[src/rtl/contador_nbits_rco_if.sv]
// Bus bundle for contador_nbits_rco.
//   master : drives enb, modo, D; observes Q, RCO, ovf (bench / parent block)
//   slave  : the counter itself
// Signals:
//   enb  - count/load enable
//   modo - 00 up, 01 down, 10 down by 3, 11 parallel load
//   D    - parallel load value (W bits)
//   Q    - registered count (W bits)
//   RCO  - registered per-slice carry/borrow pulse (NIBBLES bits)
//   ovf  - sticky full-counter wrap flag
interface contador_nbits_rco_if #(
  parameter int NIBBLES = 4,
  parameter int SLICE_W = 4
);
  localparam int W = NIBBLES * SLICE_W;

  logic               enb;
  logic [1:0]         modo;
  logic [W-1:0]       D;
  logic [W-1:0]       Q;
  logic [NIBBLES-1:0] RCO;
  logic               ovf;

  modport master (output enb, modo, D, input  Q, RCO, ovf);
  modport slave  (input  enb, modo, D, output Q, RCO, ovf);
endinterface

[src/rtl/contador_nbits_rco.sv]
// contador_nbits_rco: NIBBLES x SLICE_W bit up/down/down-by-3/load counter
// with a registered per-slice ripple-carry-out pulse and a sticky wrap flag.
//   clk     - rising-edge clock
//   reset_L - asynchronous, active-low reset (clears Q, RCO, ovf)
//   bus     - contador_nbits_rco_if.slave (enb, modo, D in; Q, RCO, ovf out)
// Optional: define CONTADOR_SATURATE_EN to clamp Q instead of wrapping.
// RCO and ovf are identical in both builds; only Q differs.

// Carry/borrow detect for one slice. l is the whole low part of Q up to
// and including this slice, so the flags come out thermometer-shaped.
module contador_rco_slice #(
  parameter int LW = 4
) (
  input  logic [LW-1:0] l,
  input  logic [1:0]    modo,
  output logic          rco
);
  always_comb begin
    rco = 1'b0;
    unique case (modo)
      2'b00:   rco = &l;
      2'b01:   rco = (l == '0);
      2'b10:   rco = (l < LW'(3));
      default: rco = 1'b0;   // load never carries
    endcase
  end
endmodule

module contador_nbits_rco #(
  parameter int NIBBLES = 4,
  parameter int SLICE_W = 4
) (
  input  logic                clk,
  input  logic                reset_L,
  contador_nbits_rco_if.slave bus
);
  localparam int W = NIBBLES * SLICE_W;

  logic [W-1:0]       q_r, q_nxt;
  logic [NIBBLES-1:0] rco_r, rco_raw, rco_nxt;
  logic               ovf_r, ovf_nxt;
  logic               wrap;

  // Flags are computed from the pre-update count.
  for (genvar i = 0; i < NIBBLES; i++) begin : g_slice
    contador_rco_slice #(.LW((i + 1) * SLICE_W)) u_slice (
      .l    (q_r[(i + 1) * SLICE_W - 1:0]),
      .modo (bus.modo),
      .rco  (rco_raw[i])
    );
  end

  assign rco_nxt = bus.enb ? rco_raw : '0;
  // The top slice carrying is exactly a full-counter wrap.
  assign wrap    = rco_nxt[NIBBLES-1];

  always_comb begin
    q_nxt   = q_r;
    ovf_nxt = ovf_r;
    if (bus.enb) begin
      unique case (bus.modo)
        2'b00:   q_nxt = q_r + W'(1);
        2'b01:   q_nxt = q_r - W'(1);
        2'b10:   q_nxt = q_r - W'(3);
        default: begin
          q_nxt   = bus.D;
          ovf_nxt = 1'b0;
        end
      endcase
      if (wrap) begin
        ovf_nxt = 1'b1;
`ifdef CONTADOR_SATURATE_EN
        // Clamp at the end the count was heading towards.
        q_nxt = (bus.modo == 2'b00) ? '1 : '0;
`endif
      end
    end
  end

  always_ff @(posedge clk or negedge reset_L) begin
    if (!reset_L) begin
      q_r   <= '0;
      rco_r <= '0;
      ovf_r <= 1'b0;
    end else begin
      q_r   <= q_nxt;
      rco_r <= rco_nxt;
      ovf_r <= ovf_nxt;
    end
  end

  assign bus.Q   = q_r;
  assign bus.RCO = rco_r;
  assign bus.ovf = ovf_r;
endmodule

[src/flat_wrapper.sv]
// flat-port wrapper written by rule: the top's interface ports become plain ports
module contador_nbits_rco_flat 
#(
  parameter int NIBBLES = 4,
  parameter int SLICE_W = 4
)
  (clk, reset_L, bus_enb, bus_modo, bus_D, bus_Q, bus_RCO, bus_ovf);
  contador_nbits_rco_if #(.NIBBLES(NIBBLES), .SLICE_W(SLICE_W)) bus_i ();
  input  logic clk;
  input  logic reset_L;
  input wire logic [$bits(bus_i.enb)-1:0] bus_enb;
  input wire logic [$bits(bus_i.modo)-1:0] bus_modo;
  input wire logic [$bits(bus_i.D)-1:0] bus_D;
  output wire logic [$bits(bus_i.Q)-1:0] bus_Q;
  output wire logic [$bits(bus_i.RCO)-1:0] bus_RCO;
  output wire logic [$bits(bus_i.ovf)-1:0] bus_ovf;
  assign bus_i.enb = bus_enb;
  assign bus_i.modo = bus_modo;
  assign bus_i.D = bus_D;
  assign bus_Q = bus_i.Q;
  assign bus_RCO = bus_i.RCO;
  assign bus_ovf = bus_i.ovf;
  contador_nbits_rco #(.NIBBLES(NIBBLES), .SLICE_W(SLICE_W)) u_core (.clk(clk), .reset_L(reset_L), .bus(bus_i));
endmodule
[config.mk]
export PLATFORM = sky130hd
export DESIGN_NAME = contador_nbits_rco_flat
export DESIGN_NICKNAME = d
export VERILOG_FILES = /design/src/rtl/contador_nbits_rco_if.sv /design/src/rtl/contador_nbits_rco.sv /design/src/flat_wrapper.sv
export SDC_FILE = /design/constraint.sdc
export NUM_CORES = 1
export LEC_CHECK = 0
export ABC_AREA = 1
export BUFFER_PORTS_ARGS = -buffer_cell sky130_fd_sc_hd__buf_4
export CORE_ASPECT_RATIO = 1.1
export CORE_MARGIN = 2
export CORE_UTILIZATION = 52
export DETAILED_ROUTE_END_ITERATION = 10
export PLACE_DENSITY = 0.75
export SLEW_MARGIN = 20
export SYNTH_ARGS = -nofsm -noshare
export SYNTH_HDL_FRONTEND = slang
export SYNTH_HIERARCHICAL = 1
export SYNTH_SLANG_ARGS = --single-unit
[constraint.sdc]
create_clock -name clk -period 3.5 [get_ports clk]
set_input_delay 0.7 -clock clk [delete_from_list [all_inputs] [get_ports clk]]
set_output_delay 0.7 -clock clk [all_outputs]
set_load 0.005 [all_outputs]
==> results.yml <==
place:
  port_buffers: 41
  dp_hpwl_um: 4810
  dp.cells: 483
  gp_congestion: 0.983
floorplan:
  fp.coreArea_sq_mm: 0.00425
  io_pins: 42
  die_y_um: 73.2
  start_util_pct: 53.2
  die_area_sq_mm: 0.00490
  rows: 25
  die_x_um: 66.9
job:
  maxCapViolations: 0
detailed_routing:
  antenna_left: 0
  routedWlPerCell_um: 12.7
  drc: 0
  first_pass_iters: 5
  vias_per_cell: 5.19
  vias: 2527
  drt-total-wl_um: 6200
  drtIter0Drc: 173
sta:
  grt_setup_unrepaired: "no"
  setup_viol: 0
  timing.fmax_ghz: 0.360
  report.final.slew_viol_count: 0
  tightest_slew_ps: 546
  finClkSkew_ps: 6.07
  slew_headroom_pct: 63.6
  hold_viol: 0
  min_period_over_period_pct: 79.3
  finalCriticalPeriod_ps: 2770
  tns_ps: 0
setup_path:
  r2r-start: "u_core/bus.Q[0]"
  path_cells: "buf_4, ha_1, inv_1, ha_1, or2_1, nand3_1, nand2_1, nand2_1, nand2_1, nand2_1, nand3_1, nand2_1, nand2_1"
  cp-start-kind: "input port"
  crit_arrival_ps: 2940
  r2r_cells: 11
  critPathTopFamily: "simple AND/OR/NAND/NOR gates"
  crit_fanout: 15
  r2r_slack_ps: 1480
  crit_path_top_delay_cell: "inv_1"
  path_class: "in -> reg"
  crit_top_cell: "nand2_1"
  crit_buf_inv: 2
  slowest_delay_ps: 430
  timing.rr.end: "u_core/bus.Q[10]"
  endpoint_kind: "register"
  required_ps: 3660
synth:
  syn_area_sq_mm: 0.00226
  synth_cell_type_count: 32
  ys_seq_elements: 21
  synth_top_area_share_pct: 28.7
  seq_area_frac_synth_pct: 23.2
  async_flop_share_pct: 100
  syn_nets: 430
  synthFlopType: "dfrtp_1"
  synth_edf_count: 0
  ys_top_cells_by_area: "nand2_1 29%, dfrtp_1 23%, ha_1 9.9%"
  netlist_instances: 390
  synth_most_common_cell: "nand2_1"
  synthTopCellsByCount: "173 x nand2_1, 54 x inv_1, 47 x nor2_1, 25 x nand3_1, 21 x dfrtp_1"
  avgSynthCellArea_sq_um: 5.81
  yosys.area.top_type: "nand2_1"
  synth_warnings: 6
clock_tree:
  ctsHoldBuffers: 0
  numClockSinks: 21
  cts_tree: "done"
  cts.reportedPaths.clkPinSlew_ps: 80
  ctsHtreeMaxLevel: 1
  cts_resized: 0
  cts_made_buffers: 3
  cts_root_buf: "clkbuf_8"
  post-cts-setup-buffer-count: 0
  clockBufferDepth: 2
  clk_latency_ps: 260
cells_and_area:
  drive_gt1_share_pct: 13.2
  fillers: 435
  finalNonFillerCells: 487
  nets: 474
  area_growth_pct: 17.8
  antennaDiodeCount: 0
  seq_area_sq_um: 526
  multi_input_area_sq_mm: 0.00150
global_route:
  grt_max_degree: 22
  grt_usage_pct: 27.6
  grt_pass1_wl_um: 10400
  grt_pass1_vias: 2309
  grt_remaining_overflow: 0
  antenna_found_initial: 0
pwr:
  switching_share_pct: 52.7
  p_int_w: 0.000918
  sequentialPowerShare_pct: 28.5
  switching_power_w: 0.00102
  ir_worst_vdd_mv: 0.354
  clkPwrFrac_pct: 8.5
  combPwrFrac_pct: 63.0
  cellPowerDensity_mw_per_mm2: 727
  power_leakage_nw: 1.60
status:
  outcome: "finished, final reports clean"
min_path:
  hold_path_class: "in -> async"
## power groups by stage
stage	Combinational (W)	Sequential, W	Clock [W]
after CTS	0.00121	0.000549	0.000169
final	0.00122	0.000553	0.000165
after floorplan	0.000857	0.000485	0
after global routing	0.00140	0.000576	0.000181
after global placement	0.00119	0.000555	0
after detailed placement	0.00120	0.000554	0
## area by class of cell
class	instances	share of cell area [%]
repair buffers	41	11.5
inverters	58	8.16
well taps	54	2.53
clock buffers	4	1.69
flip-flops and latches	21	19.7
multi-input cells	309	56.4
## registers in the layout, indices dropped and copies added, names as in the netlist
signal,count
u_core/bus.Q,16
u_core/bus.RCO,4
u_core/bus.ovf,1
## worst max-delay path by stage
stage                     depth (start not counted)          endpoint        start
after floorplan                                  13  u_core/bus.Q[14]  bus_modo[1]
after global placement                           13  u_core/bus.Q[14]  bus_modo[0]
after detailed placement                         13  u_core/bus.Q[14]  bus_modo[0]
after CTS                                        13  u_core/bus.Q[10]  bus_modo[0]
after global routing                             15  u_core/bus.Q[13]  bus_modo[1]
final                                            13  u_core/bus.Q[10]  bus_modo[0]
## worst register-to-register path, cell delays in order, from the launching register on
cell	delay, ps
dfrtp_1	550
fa_1	520
nand2_1	90
nand2_1	100
nand3_1	90
nand2_1	110
nand2_1	110
nand2_1	60
nand2_1	60
nand3_1	100
nand2_1	80
nand2_1	50
## layer usage
layer / track usage, % / wire length, um / up-vias
li1: - / - / 1294
met1: 37.9 / 2860 / 1134
met2: 44.9 / 2910 / 93
met3: 2.62 / 364 / 6
met4: 10.4 / 63 / 0
met5: 0 / 0 / -
## through the flow
| step | utilization (%) | hold WS (ps) | instance area [sq um] | power [W] | setup slack, ps |
|---|---|---|---|---|---|
| after CTS | 62.7 | 323 | 2670 | 0.00193 | 783 |
| after detailed placement | 61.6 | 468 | 2620 | 0.00175 | 501 |
| after global routing | 62.7 | 322 | 2670 | 0.00216 | 598 |
| after floorplan | - | 404 | 2260 | 0.00134 | 1020 |
| after global placement | 61.6 | 458 | 2620 | 0.00174 | 547 |
| final | 62.7 | 313 | 2670 | 0.00194 | 725 |
## cell families after synthesis
group | after synthesis | synth area share, %
fa+ha+maj | 19 | 10.8
xor+xnor | 1 | 0.387
flops | 21 | 23.2
compound gates | 22 | 5.86
buf+inv | 60 | 10.4
simple gates | 267 | 49.3
## cell usage in the layout, fill, tap and decap left out, drive strengths merged
| master | count |
|---|---|
| ha | 18 |
| clkbuf | 4 |
| a31o | 1 |
| xor2 | 1 |
| o211ai | 1 |
| nor3 | 4 |
| fa | 1 |
| o221ai | 2 |
| nand3b | 1 |
| a21oi | 11 |
| inv | 56 |
| buf | 41 |
| o21ai | 6 |
| o21bai | 1 |
| and2 | 1 |
| clkinv | 2 |
| nand2 | 173 |
| or2 | 5 |
| nand3 | 26 |
| dfrtp | 21 |
| nand4 | 6 |
| nor2 | 51 |
Power figures use the tool's default switching activity.
